`src/rtl/if_fetch_stage.sv`:
```
// if_fetch_stage
// Instruction-fetch stage downstream of the PC register. Issues PCF to a
// variable-latency instruction memory over req/ack, parks a fetched word in
// a one-entry hold buffer while decode is stalled, and loads IF/ID.
//
// Ports:
//   clk, rst            clock; asynchronous active-low reset
//   PCF                 current PC from the PC register
//   imem_req/addr       fetch request and address (held until ack)
//   imem_ack/rdata      memory response and instruction word
//   Stall_D, Flush_D    decode stall / redirect from decode
//   Stall_IF            hold the PC register
//   InstrD, PCPlus4D,
//   ValidD              IF/ID pipeline register
//   FetchStallCnt,
//   FlushCnt            performance counters (only with IF_PERF_CNT_EN)
//
// Build option: define IF_PERF_CNT_EN to add the saturating counters.
//
// state  | meaning
// S_REQ  | request PCF; retire ack into IF/ID or into the hold buffer
// S_HOLD | fetched word parked while decode is stalled; no request
// S_DROP | squashed request still outstanding; wait for ack and discard

module if_fetch_stage (
  input  logic        clk,
  input  logic        rst,
  input  logic [31:0] PCF,
  output logic        imem_req,
  output logic [31:0] imem_addr,
  input  logic        imem_ack,
  input  logic [31:0] imem_rdata,
  input  logic        Stall_D,
  input  logic        Flush_D,
  output logic        Stall_IF,
  output logic [31:0] InstrD,
  output logic [31:0] PCPlus4D,
`ifdef IF_PERF_CNT_EN
  output logic [31:0] FetchStallCnt,
  output logic [15:0] FlushCnt,
`endif
  output logic        ValidD
);

  localparam logic [31:0] NOP_INSTR = 32'h0000_0000;

  localparam logic [1:0] S_REQ  = 2'd0;
  localparam logic [1:0] S_HOLD = 2'd1;
  localparam logic [1:0] S_DROP = 2'd2;

  logic [1:0]  state_q, state_d;
  logic [31:0] addr_q, addr_d;
  logic [31:0] hold_instr_q, hold_instr_d;
  logic [31:0] hold_pc4_q, hold_pc4_d;
  logic [31:0] instr_q, instr_d;
  logic [31:0] pc4_q, pc4_d;
  logic        valid_q, valid_d;

  logic        req_c;
  logic        stall_if_c;
  logic [31:0] pcf_plus4;

  assign pcf_plus4 = PCF + 32'd4;

  always_comb begin
    state_d      = state_q;
    addr_d       = addr_q;
    hold_instr_d = hold_instr_q;
    hold_pc4_d   = hold_pc4_q;
    instr_d      = instr_q;
    pc4_d        = pc4_q;
    valid_d      = valid_q;
    req_c        = 1'b0;
    imem_addr    = addr_q;
    stall_if_c   = 1'b1;

    case (state_q)
      S_REQ: begin
        req_c     = 1'b1;
        imem_addr = PCF;
        addr_d    = PCF;
        if (Flush_D) begin
          // An un-acked request cannot be withdrawn; drain it in S_DROP.
          stall_if_c = 1'b0;
          state_d    = imem_ack ? S_REQ : S_DROP;
        end else if (imem_ack && !Stall_D) begin
          instr_d    = imem_rdata;
          pc4_d      = pcf_plus4;
          valid_d    = 1'b1;
          stall_if_c = 1'b0;
        end else if (imem_ack) begin
          hold_instr_d = imem_rdata;
          hold_pc4_d   = pcf_plus4;
          state_d      = S_HOLD;
        end else if (!Stall_D) begin
          valid_d = 1'b0;
        end
      end
      S_HOLD: begin
        stall_if_c = Stall_D;
        if (Flush_D) begin
          stall_if_c = 1'b0;
          state_d    = S_REQ;
        end else if (!Stall_D) begin
          instr_d = hold_instr_q;
          pc4_d   = hold_pc4_q;
          valid_d = 1'b1;
          state_d = S_REQ;
        end
      end
      S_DROP: begin
        req_c = 1'b1;
        if (Flush_D) stall_if_c = 1'b0;
        if (imem_ack) state_d = S_REQ;
        if (!Flush_D && !Stall_D) valid_d = 1'b0;
      end
      default: state_d = S_REQ;
    endcase

    // Flush overrides every IF/ID update above.
    if (Flush_D) begin
      instr_d = NOP_INSTR;
      pc4_d   = 32'd0;
      valid_d = 1'b0;
    end
  end

  assign imem_req = req_c & rst;
  assign Stall_IF = stall_if_c | ~rst;

  always_ff @(posedge clk or negedge rst) begin
    if (!rst) begin
      state_q      <= S_REQ;
      addr_q       <= 32'd0;
      hold_instr_q <= 32'd0;
      hold_pc4_q   <= 32'd0;
      instr_q      <= NOP_INSTR;
      pc4_q        <= 32'd0;
      valid_q      <= 1'b0;
    end else begin
      state_q      <= state_d;
      addr_q       <= addr_d;
      hold_instr_q <= hold_instr_d;
      hold_pc4_q   <= hold_pc4_d;
      instr_q      <= instr_d;
      pc4_q        <= pc4_d;
      valid_q      <= valid_d;
    end
  end

  assign InstrD   = instr_q;
  assign PCPlus4D = pc4_q;
  assign ValidD   = valid_q;

`ifdef IF_PERF_CNT_EN
  logic [31:0] stall_cnt_q, stall_cnt_d;
  logic [15:0] flush_cnt_q, flush_cnt_d;

  always_comb begin
    stall_cnt_d = stall_cnt_q;
    flush_cnt_d = flush_cnt_q;
    if (stall_if_c && stall_cnt_q != 32'hFFFF_FFFF) stall_cnt_d = stall_cnt_q + 32'd1;
    if (Flush_D && flush_cnt_q != 16'hFFFF)         flush_cnt_d = flush_cnt_q + 16'd1;
  end

  always_ff @(posedge clk or negedge rst) begin
    if (!rst) begin
      stall_cnt_q <= 32'd0;
      flush_cnt_q <= 16'd0;
    end else begin
      stall_cnt_q <= stall_cnt_d;
      flush_cnt_q <= flush_cnt_d;
    end
  end

  assign FetchStallCnt = stall_cnt_q;
  assign FlushCnt      = flush_cnt_q;
`endif

endmodule

```
`config.mk`:
```
export PLATFORM = sky130hd
export DESIGN_NAME = if_fetch_stage
export DESIGN_NICKNAME = d
export VERILOG_FILES = /design/src/rtl/if_fetch_stage.sv
export SDC_FILE = /design/constraint.sdc
export NUM_CORES = 1
export LEC_CHECK = 0
export CORE_ASPECT_RATIO = 0.8
export CORE_MARGIN = 2
export CORE_UTILIZATION = 50
export CTS_CLUSTER_DIAMETER = 80
export DETAILED_ROUTE_END_ITERATION = 7
export PLACE_DENSITY = 0.8
export SLEW_MARGIN = 15
export SYNTH_ARGS = -nofsm -noshare
export SYNTH_HDL_FRONTEND = slang
export SYNTH_SLANG_ARGS = --single-unit
export TNS_END_PERCENT = 5
```
`constraint.sdc`:
```
create_clock -name clk -period 2.1 [get_ports clk]
set_input_delay 0.315 -clock clk [delete_from_list [all_inputs] [get_ports clk]]
set_output_delay 0.315 -clock clk [all_outputs]
set_load 0.1 [all_outputs]
```
# [Yosys cells after proc, flatten, opt, wreduce, memory -nomap -nowiden]
# Index checks and enable logic that the tools add are counted.
[totals] wordCells=65 regBits=163 inputBits=69 out_inout_bits=99
[classes] reduce_logical=12 add_sub_neg=1 n_eq_ne=10 bitwise=5 mux=30
[op_table] cell="$mux 32" n=7
[op_table] cell="$pmux 32 s2" n=2
[op_table] cell="$add 32x3->32 const B" n=1
[op_table] cell="$ne 3x3->1 const B" n=5
[op_table] cell="$mux 2" n=7
[op_table] cell="$mux 1" n=11
[op_table] cell="$ne 4x4->1 const B" n=2
[op_table] cell="$reduce_and 4->1" n=2
[op_table] cell="$pmux 1 s3" n=2
[op_table] cell="$pmux 2 s3" n=1
[op_table] cell="$reduce_and 5->1" n=1
[op_table] cell="$reduce_bool 4->1" n=1
[op_table] cell="$not 1->1" n=3
[op_table] cell="$reduce_and 3->1" n=1
[op_table] cell="$reduce_bool 3->1" n=1
[op_table] cell="$eq 2x1->1 const B" n=1
[op_table] cell="$eq 2x2->1 const B" n=1
[op_table] cell="$logic_and 1x1->1" n=2
[op_table] cell="$logic_not 1->1" n=2
[op_table] cell="$logic_not 2->1" n=1
[op_table] cell="$ne 2x2->1 const B" n=1
[op_table] cell="$reduce_or 2->1" n=1
[op_table] cell="$and 1x1->1" n=1
[op_table] cell="$or 1x1->1" n=1

# [Depth between registers and ports, before layout]
# Gate-level depths: netlist of run 1.
[logic_depth] depth_word=6 mapped_depth=9 depth_no_buf=7

# [Worst setup path before layout of run 1]
# OpenSTA, ideal clock, no wires.
[synth_path] kind="reg2out" start="register state_q[1]" end="output Stall_IF" setup_slack_ns=-1.501 stages_incl_launch_ff=8 arrival_ns=3.286 path_buffers=1 required_time_ns=1.785 cell_sequence="dfrtp_1 -> inv_1 -> ha_1 -> clkbuf_1 -> a21oi_1 -> a21oi_1 -> nor2_1 -> o21ai_0"
[synth_between] elab_chain_len=3 elab_cells_between_ends=5 classes_between="eq/ne: 2; mux: 1; bitwise: 1; reduce/logical: 1"
[synth_rtl] item="start, declared" line_no="51" source="logic [1:0] state_q, state_d;"
[synth_rtl] item="start signal, assigned" line_no="141" source="state_q <= state_d;"
[synth_rtl] item="$eq 2x2->1 (tied with other cells)" line_no="77" source="case (state_q)"
[synth_rtl] item="$pmux 1 s3 (*)" line_no="77"
[synth_rtl] item="$or 1x1->1 (*)" line_no="129" source="assign Stall_IF = stall_if_c | ~rst;"
[synth_rtl] item="end, declared" line_no="35" source="output logic Stall_IF,"
# Every way passes the cells marked *; elsewhere a longest branch is shown, timed or not.

# [Final worst setup path of run 1]
[layout_path] start="register state_q[1]" end="output imem_addr[16]"
[layout_between] elab_chain_len=2
[layout_rtl] item="$logic_not 2->1" line_no="77"
[layout_rtl] item="$mux 32"
[layout_rtl] item="end, declared" line_no="30" source="output logic [31:0] imem_addr,"
# No other way between the ends.

==> flow_metrics.py, run 1 <==
metrics = {
    "run_status": {
        "status": "complete, but fails checks",
        "violations": "setup timing",
    },
    "timing": {
        "period_minus_slack_ns": 2.24,
        "max_freq_mhz": 446,
        "holdWs_ns": 0.395,
        "setup_viol": 33,
        "fin_crit_sh_pct": 107,
        "finalHoldViolations": 0,
        "relSlewSlack_pct": 50.0,
        "clock_skew_ns": 0.00923,
        "rsz0062_at_grt": "true",
        "setup_ws_ns": -0.143,
        "finalMaxSlewViolations": 0,
        "worst_pin_slew_ns": 0.750,
    },
    "routing": {
        "dr.first_iter.drc_count": 400,
        "drcViolationCount": 0,
        "drt-total-wl_mm": 19.4,
        "drtAntennaViolNets": 0,
        "dr_total_vias": 5677,
        "first_pass_iters": 5,
        "wire_per_inst_um": 19.0,
        "viasPerCell": 5.56,
    },
    "power": {
        "ir_worst_vdd_v": 0.00163,
        "finalPower_mw": 17.3,
        "power_density_nw_per_um2": 1660,
        "p_leak_nw": 4.69,
    },
    "logic_synthesis": {
        "yosys.area_share.simple_pct": 9.00,
        "yosys.area.top_type": "dfrtp_1",
        "yosysWarnings": 0,
        "netlist_top_cells_area": "dfrtp_1 (57%), mux2_2 (11%), o21ai_0 (6.2%), mux2i_1 (5.2%), nand2_1 (4.3%)",
        "synth_compound_area_share_pct": 10.9,
        "synth-adder-area-share_pct": 0.873,
        "syn_area_per_cell_um2": 11.5,
        "synthArstFlopShare_pct": 100,
        "syn_inst": 621,
        "synth_cell_type_count": 45,
        "synth.area.mux_share_pct": 15.9,
        "syn-cell-area_um2": 7160,
        "yosysTopAreaCellShare_pct": 56.9,
        "synth-edff-count": 0,
        "synth_ff_type": "dfrtp_1",
        "synth_seq_cells": 163,
        "ys_seq_area_share_pct": 56.9,
        "synth_nets": 695,
        "synth_top_family_by_area": "multiplexers",
        "synth_xor_area_share_pct": 3.42,
    },
    "floorplan": {
        "dieArea_um2": 15300,
        "die_h_um": 111,
        "initial_core_util_pct": 50.6,
        "pin_count": 168,
        "die_w_um": 138,
        "coreArea_um2": 14200,
        "num_rows": 39,
    },
    "cells_and_area": {
        "final_nets": 898,
        "area_delta_synth_final_pct": 45.5,
        "layout_commonest_cell": "dfrtp_1",
        "drive_gt1_share_pct": 32.0,
        "final_cell_mix": "dfrtp_1 (163), buf_4 (104), o21ai_0 (88)",
        "n_antenna_cell": 0,
        "nFillCells": 918,
    },
    "grt": {
        "overflow": 0,
        "grt_pass1_wl_mm": 30.4,
        "antenna_found_initial": 0,
        "grtUsageTotal_pct": 25.8,
        "grt_start_max_net_pins": 128,
        "grt_pass1_vias": 5974,
    },
    "placement": {
        "port_buffers": 167,
        "dp_hpwl_mm": 12.4,
        "routabilityCongestion": 0.850,
    },
    "hold_path": {
        "worstHoldPathType": "primary input to async pin",
    },
    "worst_setup_path": {
        "worstPathArrival_ns": 1.93,
        "r2r.worst_path.cells": 8,
        "crit_type": "register to output port",
        "cp_data_required_time_ns": 1.78,
        "r2r_end": "InstrD[27]",
        "end_kind": "output port",
        "cp-start-kind": "register",
        "worst-path-max-fanout": 9,
        "ff2ff_setup_slack_ns": 0,
        "r2r_start": "state_q[1]",
    },
    "run": {
        "max-cap-violations": 0,
    },
    "clock_tree": {
        "clk_latency_ns": 0.43,
        "root_buffer": "clkbuf_16",
        "cts_buffer_depth": 2,
        "h-tree-depth": 4,
        "cts_inserted_buffers": 17,
        "clkTransAtPathRegs_ns": 0.06,
        "tritoncts": "yes",
        "cts_sinks": 163,
    },
}
==> where the power goes <==
group | internal (mW) | switching (mW) | leakage (nW)
registers | 4.28 | 0.560 | 2.05
clock network | 1.94 | 1.29 | 0.293
logic | 3.26 | 5.99 | 2.35
total | 9.48 | 7.84 | 4.69
==> sequential cells by signal, indices dropped and copies added, names as in the netlist <==
signal	flops
InstrD	32
PCPlus4D	32
ValidD	1
addr_q	32
hold_instr_q	32
hold_pc4_q	32
state_q	2
==> metal layers <==
metal  wire length (µm)  global-route usage [%]
met2               9390                    39.5
met5                  0                       0
met4                271                    8.91
met3               1430                    8.37
met1               8320                    34.6
==> cell families after synthesis <==
group	Yosys count
DFF	163
and+or+nand+nor	138
AOI/OAI and AO/OA	135
muxes	105
buffers and inverters	47
xor gates and xnor gates	28
adders and majority gates	5
==> cell usage after synthesis, drive strengths merged, types with 2 or more instances <==
cell type	number
and4	2
a21oi	8
nand4	12
dfrtp	163
mux2i	37
o21ai	93
xor2	19
ha	5
nor2	14
and3	3
inv	10
mux2	68
and2	3
a32oi	3
clkbuf	17
nand3	12
a22oi	18
nor3	3
a22o	2
nor4	2
nand2	82
a32o	2
buf	20
xnor2	9
==> through the flow <==
| step | std cells | area [µm²] | util, % | setup TNS (ns) | setup WS [ns] |
|---|---|---|---|---|---|
| 3_5_place_dp | 979 | 9510 | 67.2 | -2.92 | -0.192 |
| 6_report | 1021 | 10400 | 73.7 | -3.64 | -0.143 |
| 4_1_cts | 1017 | 10300 | 72.8 | -2.71 | -0.162 |
| 5_1_grt | 1021 | 10400 | 73.7 | -5.90 | -0.184 |
| 2_1_floorplan | 621 | 7170 | - | -0.394 | -0.195 |
| 3_3_place_gp | 979 | 9510 | 67.2 | -1.18 | -0.129 |
==> worst max path at each step <==
stage               startpoint            end  slack, ns  depth (start not counted)
finish              state_q[1]  imem_addr[16]      -0.14                          5
global route        state_q[1]  imem_addr[16]      -0.18                          5
CTS                 state_q[0]       Stall_IF      -0.16                          8
detailed placement      PCF[3]   PCPlus4D[30]      -0.19                          8
global placement        PCF[2]   PCPlus4D[22]      -0.13                          8
floorplan           state_q[0]       imem_req      -0.20                          5
==> area by class of cell <==
| cell class | instances | area, µm² | area share (%) |
|---|---|---|---|
| clock buffer | 20 | 457 | 4.38 |
| clock inverter | 12 | 154 | 1.48 |
| inverter | 10 | 37.5 | 0.360 |
| multi-input combinational | 411 | 3020 | 29.0 |
| sequential | 163 | 4080 | 39.1 |
| tap | 184 | 230 | 2.21 |
| timing repair buffer | 221 | 2450 | 23.5 |
==> worst max-delay path, stage by stage, from the launching register on <==
cell and delay, ns:
dfrtp_1 0.39, inv_2 0.10, ha_4 0.25, clkbuf_16 0.20, mux2_2 0.38, buf_12 0.18
==> repair_timing <==
item,CTS,global route
hold endpoints to repair,36,0
cloned,2,2
buffers inserted,3,2
endpoints found under the setup margin,43,46
hold buffers,1,0
gates resized for setup,24,17
pin swaps,3,5
Note: power is estimated with default switching activity, not from simulation.
==> run 2: changes to the inputs <==
CTS_CLUSTER_SIZE = 10   (was default)
==> results of run 2 <==
Same layout as run 1: the final DEF is identical, and so are final timing and power.
==> run 3: changes to the inputs <==
CORE_UTILIZATION = 40   (was 50)
PLACE_DENSITY = 0.66   (was 0.8)
SLEW_MARGIN = default   (was 15)
TNS_END_PERCENT = default   (was 5)
==> flow_metrics.py, run 3 (synthesized netlist as in run 1, its figures left out) <==
metrics = {
    "grt": {
        "grt_start_max_net_pins": 121,
        "grt_pass1_wl_mm": 30.5,
        "grt_pass1_vias": 5825,
        "antenna_found_initial": 0,
        "overflow": 0,
        "grtUsageTotal_pct": 20.4,
    },
    "clock_tree": {
        "h-tree-depth": 4,
        "root_buffer": "clkbuf_16",
        "cts_inserted_buffers": 17,
        "tritoncts": "yes",
        "cts_buffer_depth": 2,
        "cts_sinks": 163,
        "clkTransAtPathRegs_ns": 0.06,
        "clk_latency_ns": 0.42,
    },
    "worst_setup_path": {
        "r2r.worst_path.cells": 8,
        "worstPathArrival_ns": 1.88,
        "critical_path.top_delay_family": "buffers and inverters",
        "worst-path-max-fanout": 6,
        "endpoint": "imem_addr[16]",
        "cpMaxStageDelayCell": "dfrtp_1",
        "cp-start-kind": "register",
        "max_stage_delay_ns": 0.40,
        "cp_data_required_time_ns": 1.78,
        "cpMostUsedCell": "buf_12",
        "crit_path_cell_trace": "inv_2 -> ha_4 -> buf_12 -> clkbuf_16 -> mux2_4 -> buf_12",
        "r2r_start": "state_q[0]",
        "end_kind": "output port",
        "worst-path-buf-inv": 4,
        "startpoint": "state_q[0]",
        "cp_num_cells": 6,
        "crit_type": "register to output port",
        "r2r_end": "hold_instr_q[3]",
        "ff2ff_setup_slack_ns": 0.06,
    },
    "timing": {
        "clock_skew_ns": 0.0130,
        "setup_viol": 33,
        "finalHoldViolations": 0,
        "max_freq_mhz": 455,
        "rsz0062_at_grt": "true",
        "relSlewSlack_pct": 57.3,
        "tns_ns": -2.24,
        "fin_crit_sh_pct": 105,
        "finalMaxSlewViolations": 0,
        "worst_pin_slew_ns": 0.640,
        "setup_ws_ns": -0.0983,
        "period_minus_slack_ns": 2.20,
    },
    "power": {
        "seq_power_share_pct": 27.9,
        "swShare_pct": 44.8,
        "ir_worst_vdd_v": 0.00180,
        "intPower_mw": 9.54,
        "finalPower_mw": 17.3,
        "p_switching_mw": 7.73,
        "pwr-share-clk_pct": 17.7,
        "power_density_nw_per_um2": 1640,
        "pwr-share-comb_pct": 54.3,
        "p_leak_nw": 4.75,
    },
    "run_status": {
        "status": "complete, but fails checks",
        "violations": "setup timing",
    },
    "floorplan": {
        "pin_count": 168,
        "dieArea_um2": 19000,
        "die_h_um": 124,
        "initial_core_util_pct": 41.1,
        "coreArea_um2": 17400,
        "num_rows": 43,
        "die_w_um": 154,
    },
    "routing": {
        "dr_total_vias": 5577,
        "viasPerCell": 5.23,
        "drtAntennaViolNets": 0,
        "wire_per_inst_um": 17.5,
        "dr.first_iter.drc_count": 344,
        "drcViolationCount": 0,
        "drt-total-wl_mm": 18.7,
        "first_pass_iters": 5,
    },
    "run": {
        "max-cap-violations": 0,
    },
    "placement": {
        "routabilityCongestion": 0.855,
        "dp_hpwl_mm": 12.4,
        "port_buffers": 167,
    },
    "cells_and_area": {
        "n_antenna_cell": 0,
        "final_nets": 904,
        "layout_commonest_cell": "dfrtp_1",
        "area_delta_synth_final_pct": 47.0,
        "drive_gt1_share_pct": 32.0,
        "final_cell_mix": "dfrtp_1 (163), buf_4 (110), o21ai_0 (88)",
    },
    "hold_path": {
        "worstHoldStart": "hold_pc4_q[4]",
        "worstHoldPathType": "register to register",
    },
}
==> run 3: changes by cell type in the layout (fill, tap and decap cells not counted), moves of 2 or more <==
cell and change:
a21oi_2 -2, buf_6 -2, buf_12 +2, a21oi_1 +2, buf_4 +6, mux2_2 -9
buf_16 +2, mux2_4 +9
==> run 3: layout make-up <==
class                   instances  area, µm²
fillers                      1376       6900
clock buffers                  22        474
multi-input cells             411       3050
repair buffers                227       2510
flip-flops and latches        163       4080
inverters                      10       37.5
clock inverters                 8        103
well taps                     225        282
==> run 3: per-layer routing <==
| layer | vias to the layer above | track usage (%) | share of wire [%] | wire length, µm |
|---|---|---|---|---|
| met5 | - | 0 | 0 | 0 |
| li1 | 2602 | - | - | - |
| met1 | 2768 | 27.2 | 45 | 8420 |
| met3 | 18 | 7.72 | 8.6 | 1610 |
| met4 | 0 | 5.85 | 1.1 | 205 |
| met2 | 189 | 31.4 | 45 | 8460 |
==> run 3: stage by stage <==
step	area, µm²	std cells	util [%]	hold slack [ns]	worst slack [ns]
6_report	10500	1066	60.4	0.481	-0.0983
2_1_floorplan	7180	621	-	0.0194	-0.00995
3_5_place_dp	9630	1024	55.3	0.448	-0.177
3_3_place_gp	9630	1024	55.3	0.432	-0.0830
5_1_grt	10500	1066	60.4	0.511	-0.151
4_1_cts	10500	1062	60.1	0.484	-0.113
==> run 3: worst min-delay path by stage <==
stage / end / slack, ns / depth (start not counted)
floorplan: InstrD[0] / 0.02 / 0
global placement: state_q[1] / 0.43 / 2
detailed placement: state_q[1] / 0.45 / 2
CTS: hold_pc4_q[4] / 0.48 / 2
global route: InstrD[11] / 0.51 / 2
finish: hold_pc4_q[4] / 0.48 / 2
==> run 3: what timing repair did <==
item / 4_1_cts / 5_1_grt
endpoints found under the setup margin: 52 / 33
buffers inserted: 4 / 3
hold buffers: 1 / 0
resized for setup: 40 / 4
pin swaps: 1 / 1
endpoints found under the hold margin: 43 / 0
cloned: 3 / 1
==> run 3: power by group through the flow <==
| stage | sequential [mW] | combinational, mW | clock (mW) |
|---|---|---|---|
| after floorplan | 6.35 | 4.28 | 0 |
| after global placement | 4.78 | 8.56 | 0 |
| after detailed placement | 4.86 | 8.65 | 0 |
| after CTS | 4.82 | 9.34 | 3.13 |
| after global routing | 4.95 | 9.78 | 3.27 |
| final | 4.83 | 9.39 | 3.06 |
==> run 3: worst reg2reg max path: stages (launching register included) <==
cell	delay, ns
dfrtp_1	0.40
inv_2	0.09
ha_4	0.16
buf_4	0.13
buf_16	0.14
nand2_1	0.08
or3_4	0.37
buf_12	0.20
mux2_2	0.35
